<file path="config.mk">
export PLATFORM = sky130hd
export DESIGN_NAME = booth_seq_ctrl
export DESIGN_NICKNAME = d
export VERILOG_FILES = /design/src/rtl/booth_seq_ctrl.sv
export SDC_FILE = /design/constraint.sdc
export NUM_CORES = 1
export LEC_CHECK = 0
export ABC_AREA = 1
export CORE_UTILIZATION = 41
export DETAILED_ROUTE_END_ITERATION = 12
export PLACE_DENSITY_LB_ADDON = 0.3
export SLEW_MARGIN = 10
export SYNTH_ARGS = -nofsm -noshare
export SYNTH_HDL_FRONTEND = slang
export SYNTH_SLANG_ARGS = --single-unit
</file>
<file path="constraint.sdc">
create_clock -name clk -period 1.3 [get_ports clk]
set_input_delay 0.26 -clock clk [delete_from_list [all_inputs] [get_ports clk]]
set_output_delay 0.26 -clock clk [all_outputs]
set_load 0.005 [all_outputs]
</file>
<file path="src/rtl/booth_seq_ctrl.sv">
// booth_seq_ctrl: sequencing FSM for a radix-2 Booth multiplier datapath.
// Registers the operands on an accepted start, steps the datapath through
// n compare/add-sub/shift iterations, and latches the finished product.
module booth_seq_ctrl #(
  parameter int N = 6,
  parameter int n = 3
) (
  input  logic         clk,
  input  logic         rst,
  input  logic         start,
  input  logic [n-1:0] a_in,
  input  logic [n-1:0] b_in,
  input  logic         cmp,
  input  logic         incr,
  input  logic [N-1:0] p_in,
  output logic [n-1:0] Multiplier,
  output logic [n-1:0] Multiplicand,
  output logic         clr,
  output logic         ld,
  output logic         add_sub,
  output logic         shft,
  output logic         busy,
  output logic         done,
  output logic         err,
  output logic [N-1:0] product
);

  localparam int CW = $clog2(n + 1);
  localparam logic [CW-1:0] CNT_LAST = CW'(n);

  localparam logic [2:0] ST_IDLE   = 3'd0;
  localparam logic [2:0] ST_LOAD   = 3'd1;
  localparam logic [2:0] ST_CMP    = 3'd2;
  localparam logic [2:0] ST_ADDSUB = 3'd3;
  localparam logic [2:0] ST_SHIFT  = 3'd4;
  localparam logic [2:0] ST_DONE   = 3'd5;

  logic [2:0]    state;
  logic [2:0]    state_nx;
  logic [CW-1:0] cnt;
  logic [CW-1:0] cnt_inc;
  logic          err_r;
  logic          accept;

  assign accept  = (state == ST_IDLE) && start;
  assign cnt_inc = cnt + CW'(1);

  // Next-state selection; an early incr drop in CMP aborts straight to DONE.
  always_comb begin
    state_nx = state;
    case (state)
      ST_IDLE:   if (start) state_nx = ST_LOAD;
      ST_LOAD:   state_nx = ST_CMP;
      ST_CMP: begin
        if (!incr)     state_nx = ST_DONE;
        else if (cmp)  state_nx = ST_ADDSUB;
        else           state_nx = ST_SHIFT;
      end
      ST_ADDSUB: state_nx = ST_SHIFT;
      ST_SHIFT:  state_nx = (cnt_inc == CNT_LAST) ? ST_DONE : ST_CMP;
      ST_DONE:   state_nx = ST_IDLE;
      default:   state_nx = ST_IDLE;
    endcase
  end

  // State register; reset wins over everything, including start.
  always_ff @(posedge clk) begin
    if (rst) state <= ST_IDLE;
    else     state <= state_nx;
  end

  // Iteration counter: cleared on accepted start, bumped once per SHIFT.
  always_ff @(posedge clk) begin
    if (rst)                    cnt <= '0;
    else if (accept)            cnt <= '0;
    else if (state == ST_SHIFT) cnt <= cnt_inc;
  end

  // Sticky protocol error, cleared only by reset or an accepted start.
  always_ff @(posedge clk) begin
    if (rst)                              err_r <= 1'b0;
    else if (accept)                      err_r <= 1'b0;
    else if ((state == ST_CMP) && !incr)  err_r <= 1'b1;
    else if ((state == ST_DONE) && incr)  err_r <= 1'b1;
  end

  // Operand capture; held until the next accepted start.
  always_ff @(posedge clk) begin
    if (rst) begin
      Multiplier   <= '0;
      Multiplicand <= '0;
    end else if (accept) begin
      Multiplier   <= a_in;
      Multiplicand <= b_in;
    end
  end

  // Product capture on the DONE cycle; held until the next DONE.
  always_ff @(posedge clk) begin
    if (rst)                   product <= '0;
    else if (state == ST_DONE) product <= p_in;
  end

  // Moore control decodes. err also reflects a stray incr during DONE so the
  // flag is visible in the same cycle as the done pulse.
  always_comb begin
    clr     = (state == ST_IDLE);
    ld      = (state == ST_LOAD);
    add_sub = (state == ST_ADDSUB);
    shft    = (state == ST_SHIFT);
    busy    = (state != ST_IDLE);
    done    = (state == ST_DONE);
    err     = err_r | ((state == ST_DONE) && incr);
  end

endmodule

</file>
# Word-level counts from Yosys, hierarchy flattened
# Index checks and enable logic that the tools add are counted.
[totals]
regBits = 18
latch_bits = 0
ramBits = 0
romBits = 0
input_bits = 17
word_cells = 30
mem_count = 0
[op_classes]
n_addsub = 1
n_mul = 0
n_div = 0
n_lt_le_gt_ge = 0
eq_ne = 7
shifts = 0
n_mux = 7
bitwise = 1
reduce_logical = 8
[op_table]
columns = ["cell", "n"]
rows = [
  ["3-bit one-hot mux with 5 select lines", 1],
  ["3-bit two-way mux", 4],
  ["3-bit by 2-bit == test with 1-bit output, second input constant", 2],
  ["3-bit == test, second input constant", 2],
  ["3-bit by 1-bit == test with 1-bit output, second input constant", 1],
  ["1-bit logical AND", 3],
  ["3-bit logical NOT", 1],
  ["3-bit nonzero test", 1],
  ["2-bit by 1-bit adder with 2-bit output, second input constant", 1],
  ["2-bit == test, second input constant", 1],
  ["1-bit two-way mux", 2],
  ["2-bit inequality test, second input constant", 1],
  ["2-bit nonzero test", 1],
  ["2-bit OR reduction", 1],
  ["1-bit logical NOT", 1],
  ["1-bit OR", 1],
]

# Depth between registers and ports, before layout
# Gate-level depths: netlist of the first run.
[logic_depth]
depth_word = 4
mapped_depth = 7

# Worst setup path before layout of the first run
# Ideal clock, no wire load.
[synth_timing]
path_kind = "register to output"
start = "reg state[2]"
end = "out done"
t_arrival_ps = 750
required_ps = 1040
setup_slack_ps = 290
stages_incl_launch_ff = 4
n_path_buf = 1
cell_sequence = "dfxtp_1 buf_2 nand3_2 inv_2"
[synth_between]
elab_chain_cells = 1
[synth_rtl]
columns = ["element", "line", "rtl"]
rows = [
  ["start, declared", "38", "logic [2:0] state;"],
  ["start signal, assigned", "69", "else state <= state_nx;"],
  ["3-bit == test", "112", "done = (state == ST_DONE);"],
  ["end, declared", "23", "output logic done,"],
]
# No other way between the ends.

# Final worst setup path of the first run
[layout_timing]
start = "reg state[1]"
end = "out shft"
[layout_between]
elab_chain_cells = 1
[layout_rtl]
columns = ["element", "line", "rtl"]
rows = [
  ["3-bit == test", "110", "shft = (state == ST_SHIFT);"],
  ["end, declared", "21", "output logic shft,"],
]
# No other way between the ends.

==> summary by stage, run 1 <==
Synthesis
The dominant combinational cell family by area after synthesis is simple AND/OR/NAND/NOR gates. The netlist uses 17 different library cells. The cell area after synthesis is 836 µm². The synthesized netlist devotes 0% of its cell area to XOR and XNOR gates.

The synthesized net count is 143. After Yosys synthesis, full adders, half adders and majority gates account for under 10% of the synthesized area. Counting every instance in the synthesized netlist gives about 130. The Yosys step of the flow raised 0 warnings. Of the post-synthesis cell area, the part taken by muxes is 0%. The synthesized-area fraction occupied by ao, oa, aoi and oai cells is under 10%.

The area share of and/or/nand/nor cells after synthesis is 36.4%. The post-synthesis area per instance is around 6.7 µm². The number of flip-flops and latches in the synthesized netlist is 18. The share of synthesized area occupied by flip-flops and latches is approximately 43%.

Global routing
The number of antenna violations at the first check in global routing is 0. The largest net degree at the start of global routing is 13. The via count of the first global-routing pass came to a little under 1000. The global-route wire length before repair is 3700 µm.

Summed over all layers, the global routing overflow is 0. The global-route total usage across every layer is a little under a quarter.

Detailed routing
The total number of vias is around 1000. The number of nets still failing antenna checks after routing is 0. The length of the first detailed-routing pass in iterations is 4. Using the TritonRoute via totals, the vias-per-cell ratio works out to between 4 and 5.

Wires add up to approximately 2600 µm. After detailed routing, the average wire length per cell comes to 12.2 µm. The total DRC errors in the routed layout is 0. In this run, the number of DRC markers left after iteration 0 of detailed routing was 17.

Hold path
The number of stages on the worst hold path is 2. The worst hold path begins at product[1]$_SDFFE_PP0P_. The end point of the worst hold path is product[1]$_SDFFE_PP0P_. The min-delay analysis places its worst path in the category flip-flop to flip-flop.

Layout
The layout net count is ~210. The final non-filler cell total is 213. Fill cells in the final layout number 131. The synthesis-to-layout area growth is 79.3%. Leaving out fill and tap cells, the most frequent cell in the layout is sky130_fd_sc_hd__nand2_1. The antenna diode count is 0.

Of the cells placed in the final design, the portion with a size suffix greater than 1 is between 30 and 40%. Leaving out fill and tap cells, the most frequent cells in the layout are 31 x sky130_fd_sc_hd__nand2_1, 20 x sky130_fd_sc_hd__nor2_1, 19 x sky130_fd_sc_hd__buf_4.

Worst setup path
In this run the worst path has a maximum fanout of 2. The worst reg2reg path startpoint is state[1]$_SDFFE_PP0P_. The kind of launch point of the worst setup path is a flip-flop. STA puts the critical path data required time at 1.04 ns. The worst setup slack for register-to-register paths is roughly 0.08 ns. Data on the critical path arrives at its endpoint at around 1.1 ns. The endpoint of the most critical register-to-register path is Multiplier[0]$_SDFFE_PP0P_. The capturing element type of the critical path is an output port. The worst setup path category is flip-flop to output port. The number of cells on the worst reg-to-reg path is 6.

Placed design
The worst setup timing slack at the placement stage is -0.444 ns. Once detailed placement completed, the half-perimeter wirelength came to 1530 µm. In this run the tool buffered the top-level ports with 35 buffer cells. The final estimated routing congestion in global placement is between 0.8 and 0.9. The instance count after placement with tap cells included is around 190.

Floorplan
After floorplanning, the core was sized to cover 1820 µm². The overall die area is between 2000 and 2500 µm². The floorplan has 15 rows. 36 I/O pins were placed. For this configuration, the core starts out at a cell density of 45.9%.

The vertical extent of the die is around 47 µm. From left edge to right edge, the die measures between 40 and 50 µm.

Power
In this run the power density over the cells is around 1200 nW/µm². The overall power after layout is 1.78 mW. In this run the static leakage power is ~0.75 nW. VDD sags by at most around 800 µV.

STA
Of the available clock period, the critical path in the final layout requires 106%. For the pin with the worst max-slew slack, the measured transition is 0.210 ns. Setup repair after global routing could not meet its margin everywhere. Clock skew on the completed layout was measured at about 0.0015 ns. The final-report max-slew violation count was 0. In the post-route analysis, the smallest setup slack over all paths is -0.0806 ns.

The worst hold-check slack is roughly 0.46 ns. Setup violations remaining at the end of the flow were counted as 5. Timing would allow up to slightly above 700 MHz. The headroom to the max-slew limit is 85.8%. The final number of hold-violating endpoints is 0.

The routed design could run at a clock period as short as 1.38 ns.

Clock tree
No sink is reached through more buffers than the 2 on the longest clock path. The clock tree from TritonCTS is yes. The cell chosen for the clock root is sky130_fd_sc_hd__clkbuf_4. The clock transition at the registers of the reported paths is 0.11 ns. CTS built an H-tree with a depth of 1. The number of buffers added by the clock tree synthesis step is 3. Counting every sink on the clock net gives 18. The worst-skew pair later-pin latency is about 0.29 ns.

Outcome
The final reports fail on setup timing. The flow ran to the end, but the final reports show violations.

Job
Across the run, the number of max-cap violations was 0.
==> layout make-up <==
type	count	area [µm²]	area share [%]
repair buffers	61	536	35.7
multi-input cells	83	427	28.5
flip-flops and latches	18	382	25.5
inverters	22	87.6	5.84
clock buffers	4	36.3	2.42
well taps	25	31.3	2.09
==> metrics by stage <==
step / TNS (ns) / util, % / cell area (µm²)
after floorplan: 0 / - / 836
after global placement: -1.58 / 70.7 / 1290
after detailed placement: -1.88 / 70.7 / 1290
after CTS: -0.205 / 80.7 / 1470
after global routing: -0.515 / 82.3 / 1500
final: -0.217 / 82.3 / 1500
==> report_power, final <==
group	total [mW]	leakage (nW)	switching, mW	internal, mW
combinational	0.773	0.579	0.379	0.394
clock	0.344	0.0210	0.174	0.170
sequential	0.667	0.152	0.0456	0.621
==> worst max-delay path by stage <==
stage	endpoint	from	cells past startpoint	slack (ns)
after floorplan	done	state[2]$_SDFFE_PP0P_	3	0.29
after global placement	err	incr	4	-0.42
after detailed placement	err	incr	4	-0.44
after CTS	shft	state[0]$_SDFFE_PP0P_	5	-0.07
after global routing	err	state[1]$_SDFFE_PP0P_	5	-0.11
final	shft	state[1]$_SDFFE_PP0P_	5	-0.08
==> flip-flops by register name, summed over array words and instances, names as in the netlist <==
name / cells
Multiplier: 3
state: 3
product: 6
cnt: 2
err_r: 1
Multiplicand: 3
==> logic make-up after synthesis <==
kind of cell | count (synthesis)
DFF | 18
AOI/OAI and AO/OA | 11
adders and majority gates | 1
buffers and inverters | 25
and+or+nand+nor | 70
==> critical path, stage by stage (launching register included) <==
cell and delay [ns]:
sky130_fd_sc_hd__dfxtp_4 0.38, sky130_fd_sc_hd__buf_6 0.12, sky130_fd_sc_hd__nor2_4 0.11, sky130_fd_sc_hd__nand2_2 0.07, sky130_fd_sc_hd__inv_2 0.06, sky130_fd_sc_hd__buf_2 0.10
==> Yosys cell counts <==
master | number | share of area [%]
sky130_fd_sc_hd__nor3_1 | 1 | 0.60
sky130_fd_sc_hd__inv_2 | 1 | 0.45
sky130_fd_sc_hd__nand2_1 | 35 | 16
sky130_fd_sc_hd__nand4_1 | 2 | 1.5
sky130_fd_sc_hd__nor2_4 | 1 | 1.3
sky130_fd_sc_hd__buf_6 | 1 | 1.3
sky130_fd_sc_hd__nand3b_1 | 2 | 1.8
sky130_fd_sc_hd__dfxtp_1 | 18 | 43
sky130_fd_sc_hd__ha_1 | 1 | 1.5
sky130_fd_sc_hd__nor2_1 | 21 | 9.4
sky130_fd_sc_hd__nand3_2 | 2 | 2.4
sky130_fd_sc_hd__buf_2 | 2 | 1.2
sky130_fd_sc_hd__clkinv_1 | 1 | 0.45
sky130_fd_sc_hd__nand3_1 | 6 | 3.6
sky130_fd_sc_hd__inv_1 | 20 | 9.0
sky130_fd_sc_hd__o21ai_0 | 2 | 1.2
sky130_fd_sc_hd__a21oi_1 | 9 | 5.4
==> routing by layer <==
metal	wire (µm)	part of all wire, %	track usage (%)	up-vias
li1	-	-	-	510
met3	150	5.8	5.38	4
met4	29	1.1	12.6	0
met1	1080	42	24.2	450
met2	1340	52	45.0	33
met5	0	0	0	-
==> what timing repair did <==
item                                    4_1_cts  5_1_grt
buffers inserted                             14        1
hold buffers                                  0        0
endpoints found under the setup margin       21       17
gates cloned                                  0        1
pin swaps                                     3        5
gates resized for setup                      73        5
Power figures use the tool's default switching activity.
==> run 2: changes to the inputs <==
Settings changed: TNS_END_PERCENT from default to 20.
==> run 2 against run 1 <==
Global-route usage down 0.40 points. Sequential share of layout area is 0.48 points higher. Maximum frequency shrank 0.13%. Non-clock buffer count fell by 1. Setup slack worse by 0.0018 ns. Final cell count down 0.94%. The flow still finishes with violations (setup timing). Sequential power is essentially flat. Highest routed layer unchanged. Clock power shrank 3%. Critical path depth did not move.
==> summary by stage, run 2 (synthesized netlist as in run 1, its figures left out) <==
Clock tree
The cell chosen for the clock root is sky130_fd_sc_hd__clkbuf_4. The clock transition at the registers of the reported paths is 0.10 ns. The number of levels the H-tree was split into is 1. For this design, the CTS-stage hold fixing added 0 buffers. The clock passes through at most 2 buffers. TritonCTS built the clock tree. Clock tree synthesis found a total of 18 sinks. The worst-skew pair later-pin latency is between 0.2 and 0.3 ns. The number of buffers added by the clock tree synthesis step is 3.

Layout
The layout net count is a little over 200. The repair_antennas step left the layout with diodes totalling 0. The cell area after layout is roughly 1500 µm².

The largest register by flop count is product. The register with the most flip-flops in the layout has 6 of them. The filler cell count is roughly 140. The share of post-route cells with drive strength above 1 is about 33%. In the layout the commonest cells are 31 x sky130_fd_sc_hd__nand2_1, 19 x sky130_fd_sc_hd__nor2_1, 18 x sky130_fd_sc_hd__buf_4.

The area growth from synthesis to layout is 76.0%. The library cell used most frequently in the layout, excluding fill and tap cells, is sky130_fd_sc_hd__nand2_1.

Detailed routing
The total DRC errors in the routed layout is 0. The routed design has roughly 2600 µm of wire. The detailed router finished its first iteration with 11 violations. Dividing the detail-routed wire length by the instance count gives approximately 12 µm. The vias per cell is 4.71. The total number of vias is ~990. The first TritonRoute pass finished after 4 iterations.

The number of nets still failing antenna checks after routing is 0.

Worst setup path
The critical path data required time is approximately 1.0 ns. The critical path goes through buf_12 > nor2_4 > nand2_2 > inv_2 > buf_2. Of all nets on the critical path, the largest fanout is 3. The capturing element type of the critical path is an output port. The maximum cell stage delay along the critical path is ~0.38 ns. The worst setup path category is flip-flop to output port. The kind of launch point of the worst setup path is a flip-flop. The library cell contributing the largest single delay on the critical path is sky130_fd_sc_hd__dfxtp_4.

STA puts the critical path data arrival time at between 1 and 1.5 ns. The cell family contributing the most delay on the critical path is flip-flops. The number of buffers and inverters on the critical path is 3.

Power
Cell internal power was estimated by the tool at 1.18 mW. For this design the total switching power over the nets is between 500 and 600 µW. The overall power after layout is 1.76 mW. Of the total power, the share spent switching nets is 32.9%. The share of total power in combinational logic is between 40 and 50%. For this design the ratio of total power to cell area is ~1200 nW/µm². Of the total power, registers draw between 30% and 40%. Summed over all cells, the static leakage comes to ~0.75 nW. The maximum ir drop on the vdd rail is about 800 µV. The clock share of power is 19.0%.

Placed design
The half-perimeter wire length after placement is approximately 1500 µm. The final estimated routing congestion in global placement is approximately 0.8. The count of input and output buffers is 35. At the placement stage, the worst setup path has a slack of -0.444 ns. The instance area after placement is approximately 1300 µm².

STA
For the pin with the worst max-slew slack, the measured transition is 0.214 ns. Setup repair after global routing could not meet its margin everywhere. The headroom to the max-slew limit is 85.6%. After layout, the worst setup slack is -0.0825 ns. Derived from the worst setup path, the maximum achievable clock frequency is around 720 MHz. The final-report max-slew violation count is 0. The final number of hold-violating endpoints is 0. The post-route clock period utilization is 106%.

The final count of negative-setup-slack endpoints is 8. The clock skew after layout is 0.000623 ns. The minimum period implied by the final worst setup slack is between 1 and 1.5 ns. In the final timing run, aggregate negative setup slack is -0.290 ns.

Global routing
The layer flagged by global routing as most heavily used is met2. For this run, global-route usage on met3 was measured as about 4.2%. The met1 global-route usage is between 20% and 30%. Global routing used around a quarter of the available tracks. The via count of the first global-routing pass is 951. The number of antenna violations at the first check in global routing is 0. For met2 alone, demand over resource in global routing was 44.7%. The global-route wire length before repair is ~3700 µm. Entering global routing, the biggest net connects 13 pins. The total grt overflow is 0.

Hold path
The worst hold path class is flip-flop to flip-flop.

Floorplan
Measured along the x axis, the die boundary spans ~47 µm. The vertical extent of the die is ~47 µm. Once the floorplan was initialized, standard cells occupied between 40% and 50% of the core. 36 I/O pins were placed. The overall die area is between 2000 and 2500 µm². The core region is approximately 1800 µm².

The placement row count is 15.

Outcome
The checks that failed: setup timing. The run finished, with violations left.

Job
Across the run, the number of max-cap violations was 0.
[run 2: layout make-up]
| cell class | count | area (µm²) | share of cell area [%] |
|---|---|---|---|
| flip-flops and latches | 18 | 382 | 25.9 |
| multi-input cells | 82 | 412 | 28.0 |
| clock buffers | 4 | 36.3 | 2.47 |
| repair buffers | 60 | 526 | 35.7 |
| inverters | 22 | 85.1 | 5.78 |
| well taps | 25 | 31.3 | 2.13 |
[run 2: routing by layer]
metal | wire length (µm) | vias up
li1 | - | 503
met1 | 1060 | 450
met2 | 1360 | 37
met3 | 149 | 4
met4 | 23 | 0
met5 | 0 | -
[run 2: metrics by stage]
stage | instances | utilization (%) | hold WS (ns)
global placement | 194 | 70.7 | 0.449
finish | 211 | 80.8 | 0.463
CTS | 210 | 79.8 | 0.455
floorplan | 125 | - | 0.395
global route | 211 | 80.8 | 0.491
detailed placement | 194 | 70.7 | 0.452
[run 2: final timing paths]
kind                      startpoint                          to  slack [ns]  cells after the start
max            state[0]$_SDFFE_PP0P_                        shft       -0.08                      5
min          product[1]$_SDFFE_PP0P_     product[1]$_SDFFE_PP0P_        0.46                      2
max reg2reg    state[0]$_SDFFE_PP0P_  Multiplier[2]$_SDFFE_PP0P_       -0.01                      8
min reg2reg  product[1]$_SDFFE_PP0P_     product[1]$_SDFFE_PP0P_        0.46                      2
[run 2: timing repair]
item / CTS / global route
gates resized for setup: 69 / 6
buffers inserted: 12 / 1
setup endpoints to repair: 21 / 18
pin swaps: 3 / 4
[run 2: power groups by stage]
stage / sequential (mW) / clock, mW / combinational [mW]
CTS: 0.662 / 0.351 / 0.696
global route: 0.672 / 0.360 / 0.815
floorplan: 0.668 / 0 / 0.273
finish: 0.666 / 0.334 / 0.759
detailed placement: 0.677 / 0 / 0.561
global placement: 0.673 / 0 / 0.542
[run 2: worst min-delay path: cells and delay by family (launching register included)]
kind	cells	cell delay, ns
AO/OA/AOI/OAI	1	0.05
flip-flops	1	0.33
AND/OR/NAND/NOR	1	0.05
==> run 3: changes to the inputs <==
Settings changed: CAP_MARGIN from default to 20.
==> results of run 3 <==
Final layout, timing and power as in run 2 (identical DEF).
